### src/rtl/agc_wb_sequencer_if.sv
// Wishbone bus bundle between agc_wb_sequencer (master) and the AGC register target (slave).
// 8-bit byte address, 32-bit data, classic single-transfer handshake.
`timescale 1ns/1ps
interface agc_wb_sequencer_if;
  logic        cyc;
  logic        stb;
  logic        we;
  logic [7:0]  adr;
  logic [31:0] dat_w;
  logic [3:0]  sel;
  logic [31:0] dat_r;
  logic        ack;
  logic        err;
  logic        rty;

  modport master (
    output cyc, stb, we, adr, dat_w, sel,
    input  dat_r, ack, err, rty
  );

  modport slave (
    input  cyc, stb, we, adr, dat_w, sel,
    output dat_r, ack, err, rty
  );
endinterface

### src/rtl/agc_wb_sequencer.sv
// Wishbone initiator running one AGC measurement cycle (program, tick, poll, read back).
// Optional poll timeout is built when AGC_SEQ_TIMEOUT_EN is defined.
`timescale 1ns/1ps
module agc_wb_sequencer #(
  parameter logic [7:0] BASE_ADDR     = 8'h00,
  parameter int         POLL_WAIT     = 64,
  parameter int         TIMEOUT_POLLS = 4096
) (
  input  logic               wb_clk_i,
  input  logic               wb_rst_i,
  agc_wb_sequencer_if.master wb,
  input  logic               start_i,
  input  logic               load_i,
  input  logic [16:0]        scale_i,
  input  logic [15:0]        offset_i,
  output logic               busy_o,
  output logic               res_valid_o,
  input  logic               res_ready_i,
  output logic [24:0]        sq_o,
  output logic [20:0]        gt_o,
  output logic [20:0]        lt_o,
  output logic               err_o
);
  localparam int WAIT_W = $clog2(POLL_WAIT + 1);

  typedef enum logic [3:0] {
    IDLE, WR_SCALE, WR_OFFSET, WR_LOAD, WR_APPLY, WR_TICK,
    WAIT, POLL, RD_SQ, RD_GT, RD_LT, RESULT
  } state_t;

  state_t              state_q, state_d;
  logic                cyc_q, we_q, err_q;
  logic [7:0]          adr_q;
  logic [31:0]         dat_q;
  logic [3:0]          sel_q;
  logic [WAIT_W-1:0]   wait_cnt_q;
  logic [16:0]         scale_q;
  logic [15:0]         offset_q;
  logic [24:0]         sq_q;
  logic [20:0]         gt_q, lt_q;

  logic                bus_state, req_we, ok, bus_err, resp, err_d, timeout_hit;
  logic [7:0]          req_off;
  logic [31:0]         req_dat;
  logic [3:0]          req_sel;
  logic                unused_dat_hi;

  assign unused_dat_hi = ^wb.dat_r[31:25];

`ifdef AGC_SEQ_TIMEOUT_EN
  logic [12:0] poll_cnt_q;
  assign timeout_hit = (state_q == POLL) && ok && !wb.dat_r[1] &&
                       (poll_cnt_q == 13'(TIMEOUT_POLLS - 1));
`else
  localparam int unused_timeout_polls = TIMEOUT_POLLS;
  assign timeout_hit = 1'b0;
`endif

  // err outranks ack when both are sampled; rty alone just reissues
  assign resp    = cyc_q & (wb.ack | wb.err | wb.rty);
  assign ok      = cyc_q & wb.ack & ~wb.err;
  assign bus_err = cyc_q & wb.err;

  always_comb begin
    state_d   = state_q;
    bus_state = 1'b0;
    req_we    = 1'b0;
    req_off   = 8'h00;
    req_dat   = 32'h0;
    req_sel   = 4'hF;
    err_d     = 1'b0;
    case (state_q)
      IDLE:      if (start_i) state_d = load_i ? WR_SCALE : WR_TICK;
      WR_SCALE:  begin
        bus_state = 1'b1; req_we = 1'b1; req_off = 8'h10; req_sel = 4'b0111;
        req_dat = {15'b0, scale_q};
        if (ok) state_d = WR_OFFSET;
      end
      WR_OFFSET: begin
        bus_state = 1'b1; req_we = 1'b1; req_off = 8'h14; req_sel = 4'b0011;
        req_dat = {16'b0, offset_q};
        if (ok) state_d = WR_LOAD;
      end
      WR_LOAD:   begin
        bus_state = 1'b1; req_we = 1'b1; req_sel = 4'b0010; req_dat = 32'h300;
        if (ok) state_d = WR_APPLY;
      end
      WR_APPLY:  begin
        bus_state = 1'b1; req_we = 1'b1; req_sel = 4'b0010; req_dat = 32'h400;
        if (ok) state_d = WR_TICK;
      end
      WR_TICK:   begin
        bus_state = 1'b1; req_we = 1'b1; req_sel = 4'b0001; req_dat = 32'h1;
        if (ok) state_d = WAIT;
      end
      WAIT:      if (wait_cnt_q == WAIT_W'(POLL_WAIT - 1)) state_d = POLL;
      POLL:      begin
        bus_state = 1'b1;
        if (ok) state_d = wb.dat_r[1] ? RD_SQ : (timeout_hit ? IDLE : WAIT);
      end
      RD_SQ:     begin bus_state = 1'b1; req_off = 8'h04; if (ok) state_d = RD_GT; end
      RD_GT:     begin bus_state = 1'b1; req_off = 8'h08; if (ok) state_d = RD_LT; end
      RD_LT:     begin bus_state = 1'b1; req_off = 8'h0C; if (ok) state_d = RESULT; end
      RESULT:    if (res_ready_i) state_d = IDLE;
      default:   state_d = IDLE;
    endcase
    if (bus_err) begin
      state_d = IDLE;
      err_d   = 1'b1;
    end
    if (timeout_hit) err_d = 1'b1;
  end

  always_ff @(posedge wb_clk_i or posedge wb_rst_i) begin
    if (wb_rst_i) begin
      state_q    <= IDLE;
      cyc_q      <= 1'b0;
      we_q       <= 1'b0;
      adr_q      <= 8'h00;
      dat_q      <= 32'h0;
      sel_q      <= 4'h0;
      err_q      <= 1'b0;
      wait_cnt_q <= '0;
      scale_q    <= '0;
      offset_q   <= '0;
      sq_q       <= '0;
      gt_q       <= '0;
      lt_q       <= '0;
    end else begin
      state_q <= state_d;
      err_q   <= err_d;
      // a bus state launches only from an idle bus, so every transfer is preceded by a gap cycle
      if (cyc_q) begin
        if (resp) cyc_q <= 1'b0;
      end else if (bus_state) begin
        cyc_q <= 1'b1;
        we_q  <= req_we;
        adr_q <= BASE_ADDR | req_off;
        dat_q <= req_dat;
        sel_q <= req_sel;
      end
      wait_cnt_q <= (state_q == WAIT) ? wait_cnt_q + 1'b1 : '0;
      if (state_q == IDLE && start_i) begin
        scale_q  <= scale_i;
        offset_q <= offset_i;
      end
      if (ok && state_q == RD_SQ) sq_q <= wb.dat_r[24:0];
      if (ok && state_q == RD_GT) gt_q <= wb.dat_r[20:0];
      if (ok && state_q == RD_LT) lt_q <= wb.dat_r[20:0];
    end
  end

`ifdef AGC_SEQ_TIMEOUT_EN
  always_ff @(posedge wb_clk_i or posedge wb_rst_i) begin
    if (wb_rst_i)                   poll_cnt_q <= '0;
    else if (state_q == WR_TICK)    poll_cnt_q <= '0;
    else if (state_q == POLL && ok) poll_cnt_q <= poll_cnt_q + 1'b1;
  end
`endif

  assign wb.cyc      = cyc_q;
  assign wb.stb      = cyc_q;
  assign wb.we       = we_q;
  assign wb.adr      = adr_q;
  assign wb.dat_w    = dat_q;
  assign wb.sel      = sel_q;
  assign busy_o      = (state_q != IDLE) && (state_q != RESULT);
  assign res_valid_o = (state_q == RESULT);
  assign sq_o        = sq_q;
  assign gt_o        = gt_q;
  assign lt_o        = lt_q;
  assign err_o       = err_q;
endmodule

### src/flat_wrapper.sv
// flat-port wrapper written by rule: the top's interface ports become plain ports
module agc_wb_sequencer_flat 
#(
  parameter logic [7:0] BASE_ADDR     = 8'h00,
  parameter int         POLL_WAIT     = 64,
  parameter int         TIMEOUT_POLLS = 4096
)
  (wb_clk_i, wb_rst_i, start_i, load_i, scale_i, offset_i, busy_o, res_valid_o, res_ready_i, sq_o, gt_o, lt_o, err_o, wb_cyc, wb_stb, wb_we, wb_adr, wb_dat_w, wb_sel, wb_dat_r, wb_ack, wb_err, wb_rty);
  agc_wb_sequencer_if wb_i ();
  input  logic wb_clk_i;
  input  logic wb_rst_i;
  input  logic start_i;
  input  logic load_i;
  input  logic [16:0] scale_i;
  input  logic [15:0] offset_i;
  output logic busy_o;
  output logic res_valid_o;
  input  logic res_ready_i;
  output logic [24:0] sq_o;
  output logic [20:0] gt_o;
  output logic [20:0] lt_o;
  output logic err_o;
  output wire logic [$bits(wb_i.cyc)-1:0] wb_cyc;
  output wire logic [$bits(wb_i.stb)-1:0] wb_stb;
  output wire logic [$bits(wb_i.we)-1:0] wb_we;
  output wire logic [$bits(wb_i.adr)-1:0] wb_adr;
  output wire logic [$bits(wb_i.dat_w)-1:0] wb_dat_w;
  output wire logic [$bits(wb_i.sel)-1:0] wb_sel;
  input wire logic [$bits(wb_i.dat_r)-1:0] wb_dat_r;
  input wire logic [$bits(wb_i.ack)-1:0] wb_ack;
  input wire logic [$bits(wb_i.err)-1:0] wb_err;
  input wire logic [$bits(wb_i.rty)-1:0] wb_rty;
  assign wb_cyc = wb_i.cyc;
  assign wb_stb = wb_i.stb;
  assign wb_we = wb_i.we;
  assign wb_adr = wb_i.adr;
  assign wb_dat_w = wb_i.dat_w;
  assign wb_sel = wb_i.sel;
  assign wb_i.dat_r = wb_dat_r;
  assign wb_i.ack = wb_ack;
  assign wb_i.err = wb_err;
  assign wb_i.rty = wb_rty;
  agc_wb_sequencer #(.BASE_ADDR(BASE_ADDR), .POLL_WAIT(POLL_WAIT), .TIMEOUT_POLLS(TIMEOUT_POLLS)) u_core (.wb_clk_i(wb_clk_i), .wb_rst_i(wb_rst_i), .wb(wb_i), .start_i(start_i), .load_i(load_i), .scale_i(scale_i), .offset_i(offset_i), .busy_o(busy_o), .res_valid_o(res_valid_o), .res_ready_i(res_ready_i), .sq_o(sq_o), .gt_o(gt_o), .lt_o(lt_o), .err_o(err_o));
endmodule
### config.mk
export PLATFORM = sky130hd
export DESIGN_NAME = agc_wb_sequencer_flat
export DESIGN_NICKNAME = d
export VERILOG_FILES = /design/src/rtl/agc_wb_sequencer_if.sv /design/src/rtl/agc_wb_sequencer.sv /design/src/flat_wrapper.sv
export SDC_FILE = /design/constraint.sdc
export NUM_CORES = 1
export LEC_CHECK = 0
export CAP_MARGIN = 40
export CELL_PAD_IN_SITES_DETAIL_PLACEMENT = 0
export CELL_PAD_IN_SITES_GLOBAL_PLACEMENT = 2
export CORE_ASPECT_RATIO = 0.6
export CORE_UTILIZATION = 33
export CTS_CLUSTER_DIAMETER = 150
export DETAILED_ROUTE_END_ITERATION = 8
export HOLD_SLACK_MARGIN = 0.12
export PLACE_DENSITY_LB_ADDON = 0.2
export SETUP_SLACK_MARGIN = 0.1
export SYNTH_ARGS = -nofsm -noshare
export SYNTH_HDL_FRONTEND = slang
export SYNTH_SLANG_ARGS = --single-unit
### constraint.sdc
create_clock -name wb_clk_i -period 7.75 [get_ports wb_clk_i]
set_clock_uncertainty 0.1 [all_clocks]
set_input_delay 1.1625 -clock wb_clk_i [delete_from_list [all_inputs] [get_ports wb_clk_i]]
set_output_delay 1.1625 -clock wb_clk_i [all_outputs]
set_load 0.005 [all_outputs]
# Word level (Yosys, flattened, before mapping)
# Cells that the tools add are included.
# totals
regBits	158
word_cells	85
out_inout_bits	117
inputBits	73
# classes
n_reduce_logical	12
eq_ne	25
add_sub_neg	1
mux	26
bitwise	8
# ops
op	n
17-bit one-hot mux with 5 select lines	1
4-bit two-way mux	14
4-bit one-hot mux with 12 select lines	1
3-bit by 1-bit != test with 1-bit output (second input constant)	11
5-bit one-hot mux with 5 select lines	1
4-bit by 3-bit equality test with 1-bit output (second input constant)	4
4-bit equality test (second input constant)	4
4-bit one-hot mux with 4 select lines	1
12-bit AND reduction	1
9-bit OR reduction	1
4-bit by 2-bit equality test with 1-bit output (second input constant)	2
7-bit by 1-bit adder with 7-bit output (second input constant)	1
7-bit by 6-bit equality test with 1-bit output (second input constant)	1
7-bit two-way mux	1
1-bit two-way mux	6
1-bit logical AND	5
5-bit OR reduction	1
1-bit bitwise AND	4
4-bit by 1-bit equality test with 1-bit output (second input constant)	1
4-bit zero test	1
4-bit != test (second input constant)	1
4-bit nonzero test	1
3-bit two-way mux	1
3-bit by 2-bit != test with 1-bit output (second input constant)	1
other kinds (4)	6

# Depth between registers and ports, before layout
# logic_depth
word_depth	5
mapped_depth	7
mapped_depth_nobuf	5

# Worst setup path before layout
# Ideal clock, no wire load.
# synth_path
path_kind	input to register
from	in wb_err
to	reg u_core.sq_q[0] (netlist: u_core.sq_o[0])
path_buffers	1
path_slack_ns	5.142
stages	4
required_ns	7.525
setup_time_ns	0.125
arrival_ns	2.383
path_cell_list	or4_4 -> nor2_8 -> buf_12 -> mux2_4
# synth_via
elab_chain_len	3
# synth_lines
item	line	source
start, declared	flat_wrapper.sv:31	input wire logic [$bits(wb_i.err)-1:0] wb_err;
1-bit NOT	agc_wb_sequencer.sv:61	assign ok = cyc_q & wb.ack & ~wb.err;
1-bit bitwise AND	agc_wb_sequencer.sv:61	
1-bit logical AND	agc_wb_sequencer.sv:147	if (ok && state_q == RD_SQ) sq_q <= wb.dat_r[24:0];
end signal, assigned	agc_wb_sequencer.sv:147	
end, declared	agc_wb_sequencer.sv:39	logic [24:0] sq_q;
# Every way passes these cells.
# A chain may end at the register's enable or synchronous reset.

# Final worst setup path
# layout_path
from	reg u_core.state_q[0]
to	out busy_o
# layout_via
elab_chain_len	2
elab_cells_between_ends	3
classes_between	eq/ne (1); reduce/logical (2)
# layout_lines
item	line	source
start, declared	agc_wb_sequencer.sv:31	state_t state_q, state_d;
start signal, assigned	agc_wb_sequencer.sv:130	state_q <= state_d;
4-bit != test or 4-bit nonzero test (tied branches)	agc_wb_sequencer.sv:167	assign busy_o = (state_q != IDLE) && (state_q != RESULT);
1-bit logical AND (*)	agc_wb_sequencer.sv:167	
end, declared	flat_wrapper.sv:16	output logic busy_o;
# Mark *: on every way between the ends. The rest lies on a longest branch, timed or not.

==> impl_metrics.yaml <==
outcome:
  status: "completed"
drt:
  vias: 4032
  routedWlPerCell_um: 17.1
  first_pass_iters: 4
  antenna_left: 0
  route.detailed.drc: 0
  drt_iter0_drc: 208
  wl_mm: 14.6
  routed_via_density: 4.72
finish:
  drive_above_1_share_pct: 24.0
  nNetsFinal: 682
  finalNonFillerCells: 855
  areaGrowthSynthToFinish_pct: 39.5
  antenna_cells: 0
  final_core_util_pct: 48.1
power_and_ir_drop:
  power_density_nw_per_um2: 340
  power.leakage_uw: 0.00371
  ir_drop_v: 0.000131
cts:
  cts_tree: "built"
  cts_buffers: 17
  hold_buffers: 0
  clk_path_buf_depth: 2
  ctsHtreeMaxLevel: 4
  root_buffer: "clkbuf_16"
  clk_pin_slew_ps: 60
  cts_resized: 0
  cts_setup_buffers: 0
  clkSinkCount: 138
  clock_latency_ps: 410
critical_path:
  critPathLaunchType: "flip-flop"
  path_class: "flip-flop to primary output"
  cp_data_arrival_time_ps: 2380
  end_kind: "primary output"
  crit_chain: "or2_2, o21ai_0, nand2b_1, clkdlybuf4s50_1"
  slowest_delay_ps: 890
  cp_max_fo: 26
  crit_required_ps: 6490
  crit_slowest_cell: "dfrtp_1"
place:
  gp_congestion: 0.750
  io_buffers: 162
  dp_hpwl_mm: 10.1
  dp.cells: 823
yosys:
  synth-edff-count: 0
  synth_area_leaders: "dfrtp_1 (57%), mux2_2 (13%), mux2_4 (7.4%)"
  synth_top_area_share_pct: 57.1
  ys_seq_elements: 138
  synth.most_common_cell: "dfrtp_1"
  syn-cell-area_um2: 6050
  synth.largest_area_cell: "dfrtp_1"
  synth_top_flop_cell: "dfrtp_1"
  synth.top_cells.by_count: "dfrtp_1 (138), mux2_2 (69), mux2_4 (30), nor2_1 (25), nand2_1 (22)"
  syn_inst: 449
  yosysUniqueCellTypes: 57
  async_flop_share_pct: 100
  avgSynthCellArea_um2: 13.5
  synth_warnings: 0
  ys_seq_area_share_pct: 57.1
global_routing:
  grtUsageMet2_pct: 24.3
  grt-ovfl-total: 0
  met1_usage_pct: 23.0
  grt_max_degree: 80
  grt_pass1_wl_mm: 23.8
  grt_pass1_vias: 4216
  grt_use_met3_pct: 6.03
  grt_use_total_pct: 16.6
  antenna_found_initial: 0
  busiest_layer: "met2"
timing:
  tightest_slew_ps: 835
  slew_viol_final: 0
  max_freq_ghz: 0.274
  rsz0062_at_grt: "false"
  period_needed_ps: 3640
  setup_violations: 0
  final_hold_viol_count: 0
  setup_tns_ps: 0
  min_period_over_period_pct: 47.0
  fin_hold_ws_ps: 355
  relSlewSlack_pct: 44.3
floorplanning:
  core_region_area_um2: 17500
  die-area_um2: 18900
  fp.dieW_um: 177
  fp-row-count: 37
  die_h_um: 107
  initial_core_util_pct: 34.5
  pin_count: 190
flow_run:
  max_cap_viol_count: 0
min_path:
  hp-class: "flip-flop to flip-flop"
-- cells in the final DEF, fill, tap and decap left out, drive strengths merged, types with 2 or more instances in the layout --
cell           instances
clkdlybuf4s50        162
dfrtp                138
mux2                 100
nor2                  28
nand2                 22
o21ai                 21
conb                  20
clkbuf                20
inv                   16
a22oi                 12
a21oi                 11
nand3                  6
bufinv                 5
nand2b                 5
buf                    5
a32o                   4
nor3                   4
xor2                   3
mux2i                  3
a22o                   3
or3                    2
a32oi                  2
and4b                  2
a221oi                 2
o31ai                  2
or4                    2
a211oi                 2
clkinv                 2
-- power by group --
group / leakage [uW] / switching, uW / total [uW] / internal, uW
Sequential: 0.00179 / 171 / 1090 / 920
Clock: 0.000320 / 320 / 906 / 586
Combinational: 0.00160 / 373 / 877 / 505
Total: 0.00371 / 864 / 2870 / 2010
-- sequential cells by signal (all words and copies together), names as in the netlist, 4 cells and up --
| name | flops |
|---|---|
| u_core.sq_o | 25 |
| u_core.wait_cnt_q | 7 |
| u_core.wb.dat_w | 17 |
| u_core.lt_o | 21 |
| u_core.wb.sel | 4 |
| u_core.state_q | 4 |
| u_core.offset_q | 16 |
| u_core.scale_q | 17 |
| u_core.gt_o | 21 |
-- layer usage --
layer	part of all wire, %	wire length (um)
met5	0	0
met1	48	7060
met4	0.75	109
met2	43	6350
met3	7.6	1110
-- final cells by class --
cell class | instances | area, um2
Sequential cell | 138 | 3450
Timing Repair Buffer | 167 | 1700
Inverter | 11 | 51.3
Tap cell | 234 | 293
Fill cell | 1542 | 9100
Clock inverter | 12 | 208
Clock buffer | 20 | 447
Multi-Input combinational cell | 273 | 2290
-- worst max-delay path, delay by kind of cell, from the launching register on --
| family | cells | cell delay, ps |
|---|---|---|
| and+or+nand+nor | 2 | 450 |
| DFF | 1 | 890 |
| buffers and inverters | 1 | 530 |
| AOI/OAI and AO/OA | 1 | 110 |
-- kinds of logic (layout without fill, tap and decap cells) --
group / after synthesis / in the layout / synth area share, %
mux: 103 / 103 / 21.0
buf+inv: 57 / 210 / 6.49
flops: 138 / 138 / 57.1
xor+xnor: 4 / 4 / 0.579
compound gates: 68 / 68 / 7.69
other cells: 1 / 20 / 0.0620
fa+ha+maj: 1 / 1 / 0.207
simple gates: 77 / 77 / 6.95
-- final timing paths --
path                       depth (start not counted)                              to                           start  slack [ps]
setup / recovery                                   4                          busy_o   u_core.state_q[0]$_DFFE_PP0P_        4110
hold / removal                                     1  u_core.wait_cnt_q[0]$_DFF_PP0_  u_core.wait_cnt_q[0]$_DFF_PP0_         350
setup reg to reg                                   4     u_core.gt_o[15]$_DFFE_PP0P_   u_core.state_q[2]$_DFFE_PP0P_        4940
hold reg to reg                                    1  u_core.wait_cnt_q[0]$_DFF_PP0_  u_core.wait_cnt_q[0]$_DFF_PP0_         350
max in group asynchronous                          3     u_core.lt_o[17]$_DFFE_PP0P_                        wb_rst_i        5120
min in group asynchronous                          2  u_core.offset_q[7]$_DFFE_PP0P_                        wb_rst_i        1150
-- through the flow --
stage                     area, um2  setup slack (ps)  total power (uW)
final                          8440              4110              2870
after global routing           8440              3930              3060
after CTS                      8440              4090              2920
after detailed placement       7790              4060              2000
after global placement         7720              4110              1940
after floorplan                6120              2790              1570
No activity file was read; power rests on OpenSTA's default activity.
